**src/rtl/control_unit_pkg.sv**
```systemverilog
// Shared types and instruction encodings for the control unit.
package cirno_pkg;

  typedef enum logic [1:0] {
    ST_IDLE,
    ST_EXEC,
    ST_MEM,
    ST_HALT
  } state_t;

  typedef enum logic [2:0] {
    CLS_ALU,
    CLS_HALT,
    CLS_JMP,
    CLS_BEQ,
    CLS_JMPI,
    CLS_BEQI,
    CLS_LD,
    CLS_ST
  } inst_class_t;

  localparam logic [8:0] HALT_INST_DEFAULT = 9'b000000001;
  localparam logic [8:0] JMP_INST          = 9'b000001000;
  localparam logic [8:0] BEQ_INST          = 9'b000000100;
  localparam logic [2:0] JMPI_PFX          = 3'b111;
  localparam logic [4:0] BEQI_PFX          = 5'b01011;
  localparam logic [4:0] LD_PFX            = 5'b01000;
  localparam logic [4:0] ST_PFX            = 5'b01001;

endpackage

```
**src/rtl/control_unit_if.sv**
```systemverilog
// Fetch-unit and data-memory handshake signals seen by the control unit.
interface control_unit_if;
  logic [8:0] inst;
  logic       fetch_unit_en;
  logic       branch;
  logic       branchi;
  logic       jump;
  logic [5:0] immediate;
  logic       mem_req;
  logic       mem_we;
  logic       mem_ack;

  modport master (
    input  inst, mem_ack,
    output fetch_unit_en, branch, branchi, jump, immediate, mem_req, mem_we
  );

  modport slave (
    output inst, mem_ack,
    input  fetch_unit_en, branch, branchi, jump, immediate, mem_req, mem_we
  );
endinterface

```
**src/rtl/control_unit_decoder.sv**
```systemverilog
// Combinational instruction classifier and branch-offset extractor.
module inst_decoder
  import cirno_pkg::*;
#(
  parameter logic [8:0] HALT_INST = HALT_INST_DEFAULT
) (
  input  logic [8:0]  inst,
  output inst_class_t cls,
  output logic [5:0]  immediate
);

  // Priority order matters: exact encodings first, then prefix matches.
  always_comb begin
    cls       = CLS_ALU;
    immediate = 6'd0;
    if (inst == HALT_INST) begin
      cls = CLS_HALT;
    end else if (inst == JMP_INST) begin
      cls = CLS_JMP;
    end else if (inst == BEQ_INST) begin
      cls = CLS_BEQ;
    end else if (inst[8:6] == JMPI_PFX) begin
      cls       = CLS_JMPI;
      immediate = inst[5:0];
    end else if (inst[8:4] == BEQI_PFX) begin
      cls       = CLS_BEQI;
      immediate = {2'b00, inst[3:0]};
    end else if (inst[8:4] == LD_PFX) begin
      cls = CLS_LD;
    end else if (inst[8:4] == ST_PFX) begin
      cls = CLS_ST;
    end
  end

endmodule

```
**src/rtl/control_unit.sv**
```systemverilog
// Sequencing FSM for the processor: drives fetch, branch, ALU commit and
// data-memory handshake, and keeps saturating performance counters.
module control_unit
  import cirno_pkg::*;
#(
  parameter int         CNT_W     = 16,
  parameter logic [8:0] HALT_INST = HALT_INST_DEFAULT
) (
  input  logic                 clk,
  input  logic                 init,
  input  logic                 start,
  input  logic                 eq_flag,
  control_unit_if.master       bus,
  output logic                 alu_en,
  output logic                 done,
  output logic [CNT_W-1:0]     cycle_count,
  output logic [CNT_W-1:0]     inst_count
);

  state_t      state;
  inst_class_t cls;
  logic [5:0]  dec_imm;

  logic       fetch_en;
  logic       branch_c;
  logic       branchi_c;
  logic       jump_c;
  logic [5:0] imm_c;
  logic       mem_req_c;
  logic       mem_we_c;

  inst_decoder #(.HALT_INST(HALT_INST)) u_dec (
    .inst      (bus.inst),
    .cls       (cls),
    .immediate (dec_imm)
  );

  // Control outputs decoded from current state and instruction class.
  always_comb begin
    fetch_en  = 1'b0;
    branch_c  = 1'b0;
    branchi_c = 1'b0;
    jump_c    = 1'b0;
    imm_c     = 6'd0;
    mem_req_c = 1'b0;
    mem_we_c  = 1'b0;
    alu_en    = 1'b0;
    done      = 1'b0;
    case (state)
      ST_EXEC: begin
        case (cls)
          CLS_ALU: begin
            alu_en   = 1'b1;
            fetch_en = 1'b1;
          end
          CLS_JMP: begin
            branch_c = 1'b1;
            fetch_en = 1'b1;
          end
          CLS_BEQ: begin
            branch_c = eq_flag;
            fetch_en = 1'b1;
          end
          CLS_JMPI: begin
            branchi_c = 1'b1;
            jump_c    = 1'b1;
            imm_c     = dec_imm;
            fetch_en  = 1'b1;
          end
          CLS_BEQI: begin
            branchi_c = eq_flag;
            imm_c     = dec_imm;
            fetch_en  = 1'b1;
          end
          default: ;
        endcase
      end
      ST_MEM: begin
        mem_req_c = 1'b1;
        mem_we_c  = (cls == CLS_ST);
        fetch_en  = bus.mem_ack;
      end
      ST_HALT: done = 1'b1;
      default: ;
    endcase
  end

  assign bus.fetch_unit_en = fetch_en;
  assign bus.branch        = branch_c;
  assign bus.branchi       = branchi_c;
  assign bus.jump          = jump_c;
  assign bus.immediate     = imm_c;
  assign bus.mem_req       = mem_req_c;
  assign bus.mem_we        = mem_we_c;

  // State transitions and saturating counters; init overrides everything.
  always_ff @(posedge clk) begin
    if (init) begin
      state       <= ST_IDLE;
      cycle_count <= '0;
      inst_count  <= '0;
    end else begin
      case (state)
        ST_IDLE: if (start) state <= ST_EXEC;
        ST_EXEC: begin
          if (cls == CLS_LD || cls == CLS_ST) state <= ST_MEM;
          else if (cls == CLS_HALT)          state <= ST_HALT;
        end
        ST_MEM:  if (bus.mem_ack) state <= ST_EXEC;
        default: state <= ST_HALT;
      endcase
      if ((state == ST_EXEC || state == ST_MEM) && cycle_count != '1)
        cycle_count <= cycle_count + 1'b1;
      if (fetch_en && inst_count != '1)
        inst_count <= inst_count + 1'b1;
    end
  end

endmodule
```
**src/flat_wrapper.sv**
```systemverilog
// flat-port wrapper written by rule: the top's interface ports become plain ports
module control_unit_flat import cirno_pkg::*;
#(
  parameter int         CNT_W     = 16,
  parameter logic [8:0] HALT_INST = HALT_INST_DEFAULT
)
  (clk, init, start, eq_flag, alu_en, done, cycle_count, inst_count, bus_inst, bus_mem_ack, bus_fetch_unit_en, bus_branch, bus_branchi, bus_jump, bus_immediate, bus_mem_req, bus_mem_we);
  control_unit_if bus_i ();
  input  logic clk;
  input  logic init;
  input  logic start;
  input  logic eq_flag;
  output logic alu_en;
  output logic done;
  output logic [CNT_W-1:0] cycle_count;
  output logic [CNT_W-1:0] inst_count;
  input wire logic [$bits(bus_i.inst)-1:0] bus_inst;
  input wire logic [$bits(bus_i.mem_ack)-1:0] bus_mem_ack;
  output wire logic [$bits(bus_i.fetch_unit_en)-1:0] bus_fetch_unit_en;
  output wire logic [$bits(bus_i.branch)-1:0] bus_branch;
  output wire logic [$bits(bus_i.branchi)-1:0] bus_branchi;
  output wire logic [$bits(bus_i.jump)-1:0] bus_jump;
  output wire logic [$bits(bus_i.immediate)-1:0] bus_immediate;
  output wire logic [$bits(bus_i.mem_req)-1:0] bus_mem_req;
  output wire logic [$bits(bus_i.mem_we)-1:0] bus_mem_we;
  assign bus_i.inst = bus_inst;
  assign bus_i.mem_ack = bus_mem_ack;
  assign bus_fetch_unit_en = bus_i.fetch_unit_en;
  assign bus_branch = bus_i.branch;
  assign bus_branchi = bus_i.branchi;
  assign bus_jump = bus_i.jump;
  assign bus_immediate = bus_i.immediate;
  assign bus_mem_req = bus_i.mem_req;
  assign bus_mem_we = bus_i.mem_we;
  control_unit #(.CNT_W(CNT_W), .HALT_INST(HALT_INST)) u_core (.clk(clk), .init(init), .start(start), .eq_flag(eq_flag), .bus(bus_i), .alu_en(alu_en), .done(done), .cycle_count(cycle_count), .inst_count(inst_count));
endmodule
```
**config.mk**
```make
export PLATFORM = sky130hd
export DESIGN_NAME = control_unit_flat
export DESIGN_NICKNAME = d
export VERILOG_FILES = /design/src/rtl/control_unit_pkg.sv /design/src/rtl/control_unit_if.sv /design/src/rtl/control_unit_decoder.sv /design/src/rtl/control_unit.sv /design/src/flat_wrapper.sv
export SDC_FILE = /design/constraint.sdc
export NUM_CORES = 1
export LEC_CHECK = 0
export CAP_MARGIN = 20
export CELL_PAD_IN_SITES_DETAIL_PLACEMENT = 0
export CELL_PAD_IN_SITES_GLOBAL_PLACEMENT = 1
export CORE_MARGIN = 5
export CORE_UTILIZATION = 36
export CTS_BUF_LIST = sky130_fd_sc_hd__clkbuf_8
export CTS_CLUSTER_SIZE = 10
export DETAILED_ROUTE_END_ITERATION = 6
export PLACE_DENSITY_LB_ADDON = 0.1
export SLEW_MARGIN = 10
export SYNTH_ARGS = -nofsm -noshare
export SYNTH_HDL_FRONTEND = slang
export SYNTH_SLANG_ARGS = --single-unit
```
**constraint.sdc**
```tcl
create_clock -name clk -period 2.7 [get_ports clk]
set_clock_uncertainty 0.05 [all_clocks]
set_input_delay 0.675 -clock clk [delete_from_list [all_inputs] [get_ports clk]]
set_output_delay 0.675 -clock clk [all_outputs]
set_load 0.1 [all_outputs]
```
## After elaboration in Yosys (flattened, before gate mapping)

Cells that the tools add are included.

- Add/sub/neg operators: 2
- Equal/unequal tests: 22
- Mux-type cells: 32
- Reductions and logical operators: 9

Operators with widths:

| operator | number |
|---|---|
| $mux 6 | 6 |
| $add 16x1->16 const B | 2 |
| $ne 16x16->1 const B | 2 |
| $mux 3 | 7 |
| $eq 3x3->1 const B | 5 |
| $eq 5x4->1 const B | 3 |
| $mux 1 | 10 |
| $eq 9x1->1 const B | 1 |
| $eq 9x3->1 const B | 1 |
| $eq 9x4->1 const B | 1 |
| $mux 2 | 4 |
| $eq 3x2->1 const B | 2 |
| $pmux 1 s2 | 3 |
| $pmux 2 s3 | 1 |
| $reduce_or 5->1 | 1 |
| $eq 2x2->1 const B | 2 |
| $mux 4 | 1 |
| $ne 2x2->1 const B | 2 |
| $eq 3x1->1 const B | 1 |
| $logic_not 3->1 | 1 |
| $ne 3x1->1 const B | 1 |
| $reduce_and 3->1 | 1 |
| $eq 2x1->1 const B | 1 |
| $logic_and 1x1->1 | 2 |
| other kinds (3) | 4 |

- Register bits after elaboration: 34
- Input bits: 14
- Output and inout port bits: 46
- Logic and storage cells: 68

## Logic depth before layout (Yosys ltp)

Gate-level depths: netlist (run 1).

- Word-level depth: 13
- Depth in mapped cells: 8
- Mapped depth without buffers: 6

## Cells and area by module

Synthesis (run 1) repeated with hierarchy kept, for this count alone.

- Cell total of the unflattened synthesis: 238
- Area total of the unflattened synthesis: 1,994.4 um^2

Modules (own cells, without submodules):

| module | times used | cells an instance | area an instance (um^2) | sequential area each (um^2) |
|---|---|---|---|---|
| control_unit | 1 | 219 | 1,856.8 | 680.7 |
| inst_decoder | 1 | 19 | 137.6 | 0.0 |

## Worst setup path before layout (run 1)

Ideal clock, no wire load.

- Path type: in2out
- Start: input bus_inst[8]
- End: output bus_mem_we
- Data arrival time: 4.713 ns
- Required time: 1.975 ns
- Setup slack: -2.738 ns
- Cell stages on the path: 4
- Buffers on the path: 0
- Path through: or4_4 -> nor3_1 -> a31oi_1 -> nor4b_1

- Longest elaborated chain between the ends: 10
- Elaborated cells on any way between the ends: 16
- Classes of those cells: 8 x eq/ne; 8 x mux

RTL lines:

| element | line | text |
|---|---|---|
| from (decl) | flat_wrapper.sv:17 | `input wire logic [$bits(bus_i.inst)-1:0] bus_inst;` |
| $eq 5x4->1 | control_unit_decoder.sv:30 | `end else if (inst[8:4] == ST_PFX) begin` |
| $mux 3 | control_unit_decoder.sv:30 |  |
| $mux 3 | control_unit_decoder.sv:28 | `end else if (inst[8:4] == LD_PFX) begin` |
| $mux 3 | control_unit_decoder.sv:25 | `end else if (inst[8:4] == BEQI_PFX) begin` |
| $mux 3 | control_unit_decoder.sv:22 | `end else if (inst[8:6] == JMPI_PFX) begin` |
| $mux 3 | control_unit_decoder.sv:20 | `end else if (inst == BEQ_INST) begin` |
| $mux 3 | control_unit_decoder.sv:18 | `end else if (inst == JMP_INST) begin` |
| $mux 3 * | control_unit_decoder.sv:16 | `if (inst == HALT_INST) begin` |
| $eq 3x3->1 * | control_unit.sv:80 | `mem_we_c = (cls == CLS_ST);` |
| $mux 1 * | control_unit.sv:49 | `case (state)` |
| to (decl) | flat_wrapper.sv:25 | `output wire logic [$bits(bus_i.mem_we)-1:0] bus_mem_we;` |

Mark *: on every way between the ends. The rest lies on a longest branch, timed or not.

## Worst setup path after layout (run 1)

- Start: input bus_inst[1]
- End: output bus_mem_we

- Longest elaborated chain between the ends: 6
- Elaborated cells on any way between the ends: 8
- Classes of those cells: 4 x eq/ne; 4 x mux

RTL lines:

| element | line |
|---|---|
| $eq 9x3->1 | control_unit_decoder.sv:20 |
| $mux 3 | control_unit_decoder.sv:20 |
| $mux 3 | control_unit_decoder.sv:18 |
| $mux 3 * | control_unit_decoder.sv:16 |
| $eq 3x3->1 * | control_unit.sv:80 |
| $mux 1 * | control_unit.sv:49 |

Marked as above.

==> flow_summary.json, run 1 <==
{
  "synthTopCellsByArea": "dfxtp_1 (33%), xnor2_1 (5.1%), nor2_1 (4.2%)",
  "io_pins": 60,
  "first_pass_iters": 4,
  "drive_above_1_share_pct": 37.4,
  "max_cap_viol_count": 0,
  "drt_iter0_markers": 77,
  "max_freq_ghz": 0.351,
  "synthesis.instances": 244,
  "p_total_mw": 1.94,
  "cp.arrival_ns": 2.12,
  "crit_slowest_cell": "or4_4",
  "coreArea_um2": 5540,
  "synth_top_area_share_pct": 32.8,
  "fin_hold_ws_ns": 0.446,
  "violations": "negative setup slack",
  "area_delta_synth_final_pct": 52.2,
  "synth_edf_count": 0,
  "dieWidth_um": 85.9,
  "vias": 2074,
  "tns_ns": -0.490,
  "initial_core_util_pct": 37.4,
  "post_drt_wl_per_cell_um": 14.3,
  "critical_path_class": "in2out",
  "synth_common_cells": "dfxtp_1 (34), nor2_1 (23), a21oi_1 (17)",
  "yosysMostFrequentCell": "dfxtp_1",
  "cts_buffers": 5,
  "final_cell_area_um2": 3160,
  "nets": 345,
  "root_buffer": "clkbuf_8",
  "routed_via_density": 5.21,
  "async_flop_share_pct": 0,
  "peakVddDrop_v": 0.000506,
  "grt_usage_pct": 15.9,
  "cts_tree": "built",
  "cp-end-kind": "output pin",
  "final_cells": 398,
  "drt_wl_total_mm": 5.71,
  "dieArea_um2": 7380,
  "cp-start-kind": "primary input",
  "crit_chain": "buf_6 > or4_4 > nor3_4 > a31oi_2 > nor4b_4 > buf_12",
  "place_inst": 387,
  "grt_pass1_vias": 1983,
  "clk_pin_slew_ns": 0.07,
  "worst_slack_ns": -0.147,
  "synth_cell_types": 55,
  "grt_max_degree": 31,
  "cp_data_required_time_ns": 1.98,
  "dp_hpwl_mm": 4.28,
  "synth_top_area_cell": "dfxtp_1",
  "tightest_slew_ns": 0.505,
  "cts_max_path_buffers": 2,
  "antenna_found_initial": 0,
  "cts_sinks": 34,
  "cp_max_fo": 2,
  "ant_nets": 0,
  "clkLatencyLatePin_ns": 0.28,
  "finalMaxSlewViolations": 0,
  "yosysWarnings": 0,
  "htreeDepth": 2,
  "avgSynthCellArea_um2": 8.50,
  "power.density_nw_per_um2": 613,
  "gp_congestion": 0.784,
  "status": "complete, but fails checks",
  "postLayoutCoreUtil_pct": 57.0,
  "p_leak_nw": 1.22,
  "ys_seq_area_share_pct": 32.8,
  "synth_seq_cells": 34,
  "min_period_over_period_pct": 105,
  "numPortBuffers": 59,
  "ctsHoldBuffers": 0,
  "rsz0062_at_grt": "yes",
  "grt_pass1_wl_mm": 9.57,
  "syn_area_um2": 2070,
  "antennaDiodeCount": 0,
  "period_needed_ns": 2.85,
  "dp_slack_ns": -0.553,
  "die_h_um": 85.9,
  "setup_violations": 5,
  "gr-total-overflow": 0,
  "min-delay-path-class": "reg2reg",
  "finalHoldViolations": 0,
  "syn_nets": 264,
  "drc": 0,
  "maxSlewHeadroom_pct": 66.2,
  "synth_ff_type": "dfxtp_1",
  "rows": 27,
  "dpl_cell_area_um2": 2940,
  "max_stage_delay_ns": 0.56
}
-- path summary, 6_finish.rpt --
check | startpoint | to | slack, ns | cells past startpoint
max reg2reg | u_core.inst_count[0] | u_core.inst_count[10] | 0.41 | 7
min | u_core.inst_count[1] | u_core.inst_count[1] | 0.45 | 2
max | bus_inst[1] | bus_mem_we | -0.15 | 6
min reg2reg | u_core.inst_count[1] | u_core.inst_count[1] | 0.45 | 2
-- report_power, final --
group / internal, mW / switching, mW
Clock: 0.269 / 0.188
Sequential: 0.535 / 0.0381
Combinational: 0.302 / 0.603
Total: 1.11 / 0.830
-- timing repair --
action | 4_1_cts | 5_1_grt
endpoints found under the setup margin | 20 | 9
hold endpoints to repair | 0 | 0
buffers inserted | 1 | 2
resized for setup | 34 | 9
pin swaps | 11 | 4
-- per-layer routing --
metal | track usage (%) | routed length (um) | up-vias
li1 | - | - | 1065
met1 | 20.8 | 2690 | 943
met2 | 24.5 | 2440 | 59
met3 | 6.15 | 509 | 7
met4 | 4.32 | 68 | 0
met5 | 0 | 0 | -
-- placed cells by master (no fill, tap or decap), drive strengths merged, types with 5 or more instances in the layout --
cell type,n
buf,77
dfxtp,34
nor2,24
a21oi,18
nand2,15
nand3,12
xnor2,12
o21ai,11
inv,10
or4,9
nand4,7
o31ai,7
or3,7
and2,7
ha,6
clkbuf,6
and4,5
a211oi,5
-- cells by family after synthesis --
group	Yosys count	synth area share [%]
and+or+nand+nor	110	31.4
DFF	34	32.8
buffers and inverters	22	5.97
adders and majority gates	6	3.62
AOI/OAI and AO/OA	55	18.2
muxes	4	2.41
xor gates and xnor gates	13	5.49
-- flip-flops by register name, summed over array words and instances (netlist names) --
signal / flops
u_core.cycle_count: 16
u_core.inst_count: 16
u_core.state: 2
-- critical path, delay by kind of cell --
kind | cells | cell delay (ns)
AOI/OAI and AO/OA | 1 | 0.14
buffers and inverters | 2 | 0.31
and+or+nand+nor | 3 | 0.99
-- final cells by class --
cell class,count,area (um^2)
clock buffers,5,68.8
clock inverters,3,37.5
fillers,538,2380
inverters,9,38.8
multi-input cells,188,1370
flip-flops and latches,34,683
well taps,72,90.1
repair buffers,87,865
No activity file was read; power rests on OpenSTA's default activity.
==> run 2, diff against run 1 <==
--- a/config.mk
+++ b/config.mk
@@ -9,10 +9,11 @@
 export CELL_PAD_IN_SITES_DETAIL_PLACEMENT = 0
 export CELL_PAD_IN_SITES_GLOBAL_PLACEMENT = 1
 export CORE_MARGIN = 5
-export CORE_UTILIZATION = 36
+export CORE_UTILIZATION = 48
 export CTS_BUF_LIST = sky130_fd_sc_hd__clkbuf_8
 export CTS_CLUSTER_SIZE = 10
 export DETAILED_ROUTE_END_ITERATION = 6
+export DONT_BUFFER_PORTS = 1
 export PLACE_DENSITY_LB_ADDON = 0.1
 export SLEW_MARGIN = 10
 export SYNTH_ARGS = -nofsm -noshare
==> run 2 against run 1 <==
  * The flow still finishes with violations (negative setup slack)
  * Setup slack better by 0.10 ns
  * Clock power is 24% higher
  * Power is 0.22% lower
  * Sequential power is 1% lower
  * Highest routed layer unchanged
  * Utilization is 7.5 points higher
  * Largest cell class unchanged
  * Sequential share of layout area is 3.2 points higher
==> flow_summary.json, run 2 (synthesized netlist as in run 1, its figures left out) <==
{
  "status": "complete, but fails checks",
  "violations": "negative setup slack",
  "clkPwrFrac_pct": 29.4,
  "p_switching_mw": 0.803,
  "layout_common_cells": "buf_4 (41), dfxtp_1 (32), nor2_1 (22)",
  "final_cells": 341,
  "antennaDiodeCount": 0,
  "place_inst": 332,
  "initial_core_util_pct": 48.6,
  "grt.met2_usage_pct": 34.5,
  "routed_via_density": 5.76,
  "p_leak_nw": 0.992,
  "reg2reg_slack_ns": 0.23,
  "cp-end-kind": "output pin",
  "first_pass_iters": 6,
  "critical_path_buf_inv_count": 1,
  "max_freq_ghz": 0.365,
  "crit_chain": "or4_4 > nor3_4 > a31oi_4 > nor4b_4 > buf_12",
  "drt_iter0_markers": 70,
  "setup_violations": 2,
  "gr-total-overflow": 0,
  "rsz0062_at_grt": "yes",
  "clk_pin_slew_ns": 0.07,
  "vias": 1965,
  "area_delta_synth_final_pct": 32.6,
  "ctsHoldBuffers": 0,
  "tightest_slew_ns": 0.484,
  "switching_share_pct": 41.6,
  "grt_use_met3_pct": 6.86,
  "cp.arrival_ns": 2.02,
  "grt_max_degree": 36,
  "clkLatencyLatePin_ns": 0.29,
  "grtUsageMet1_pct": 22.8,
  "post_drt_wl_per_cell_um": 15.8,
  "worst_slack_ns": -0.0424,
  "coreArea_um2": 4260,
  "maxSlewHeadroom_pct": 67.7,
  "drc": 0,
  "power_frac_seq_pct": 29.3,
  "power.internal_mw": 1.13,
  "peakVddDrop_v": 0.000419,
  "cp-start-kind": "primary input",
  "period_needed_ns": 2.74,
  "grt-busiest-layer": "met2",
  "tns_ns": -0.0657,
  "ant_nets": 0,
  "cts_sinks": 34,
  "dp_hpwl_mm": 4.08,
  "htreeDepth": 2,
  "mostFrequentLayoutCell": "buf_4",
  "crit_family": "simple AND/OR/NAND/NOR gates",
  "cp_data_required_time_ns": 1.98,
  "finalMaxSlewViolations": 0,
  "fillerInstances": 372,
  "grt_pass1_wl_mm": 8.76,
  "power.density_nw_per_um2": 702,
  "antenna_found_initial": 0,
  "gp_congestion": 0.813,
  "min_period_over_period_pct": 102,
  "numPortBuffers": 0,
  "nets": 308,
  "pwr-share-comb_pct": 41.3,
  "critical_path_class": "in2out",
  "dieArea_um2": 5730,
  "drive_above_1_share_pct": 29.4,
  "min-delay-path-class": "in2reg",
  "rows": 24,
  "crit_slowest_cell": "or4_4",
  "dieWidth_um": 75.7,
  "grt_usage_pct": 19.7,
  "cts_max_path_buffers": 2,
  "cts_buffers": 5,
  "finalHoldViolations": 0,
  "max_stage_delay_ns": 0.54,
  "grt_pass1_vias": 1942,
  "max_cap_viol_count": 0,
  "cts_tree": "built",
  "drt_wl_total_mm": 5.39,
  "reg_top3": "u_core.cycle_count (16), u_core.inst_count (16), u_core.state (2)",
  "io_pins": 60,
  "root_buffer": "clkbuf_8",
  "cp_max_fo": 4,
  "die_h_um": 75.7
}
[run 2: layout make-up]
| type | instances | area (um^2) | share of cell area, % |
|---|---|---|---|
| sequential | 34 | 683 | 24.8 |
| clock inverter | 3 | 68.8 | 2.50 |
| multi-input combinational | 188 | 1340 | 48.5 |
| inverter | 9 | 41.3 | 1.50 |
| clock buffer | 5 | 68.8 | 2.50 |
| timing repair buffer | 50 | 488 | 17.7 |
| tap | 52 | 65.1 | 2.37 |
[run 2: worst paths after layout]
kind / endpoint / cells past startpoint / start
setup / recovery: bus_mem_we / 5 / bus_inst[8]
hold / removal: u_core.inst_count[1] / 1 / init
hold reg to reg: u_core.inst_count[10] / 2 / u_core.inst_count[10]
setup reg to reg: u_core.inst_count[6] / 8 / u_core.state[1]
[run 2: timing repair]
action	CTS	global route
gates resized for setup	0	4
pin swaps	1	2
buffers inserted	0	1
setup endpoints to repair	2	5
[run 2: metal layers]
layer	routed length (um)	up-vias	part of all wire [%]
met3	331	4	6.1
met2	2790	46	52
li1	-	984	-
met4	29	0	0.54
met1	2240	931	42
met5	0	-	0
[run 2: power groups by stage]
| stage | Clock, mW | Combinational, mW | Sequential [mW] |
|---|---|---|---|
| finish | 0.567 | 0.799 | 0.566 |
| global route | 0.606 | 0.848 | 0.570 |
| CTS | 0.583 | 0.784 | 0.565 |
| detailed placement | 0 | 0.780 | 0.577 |
| global placement | 0 | 0.760 | 0.575 |
| floorplan | 0 | 0.527 | 0.703 |
[run 2: stage by stage]
step	util, %	area (um^2)	hold slack (ns)	power, mW	setup slack [ns]
2_1_floorplan	-	2130	0.478	1.23	-0.680
3_3_place_gp	60.6	2580	0.442	1.33	-0.0870
3_5_place_dp	60.6	2580	0.463	1.36	-0.102
4_1_cts	63.8	2720	0.374	1.93	-0.0441
5_1_grt	64.5	2750	0.367	2.02	-0.0920
6_report	64.5	2750	0.390	1.93	-0.0424
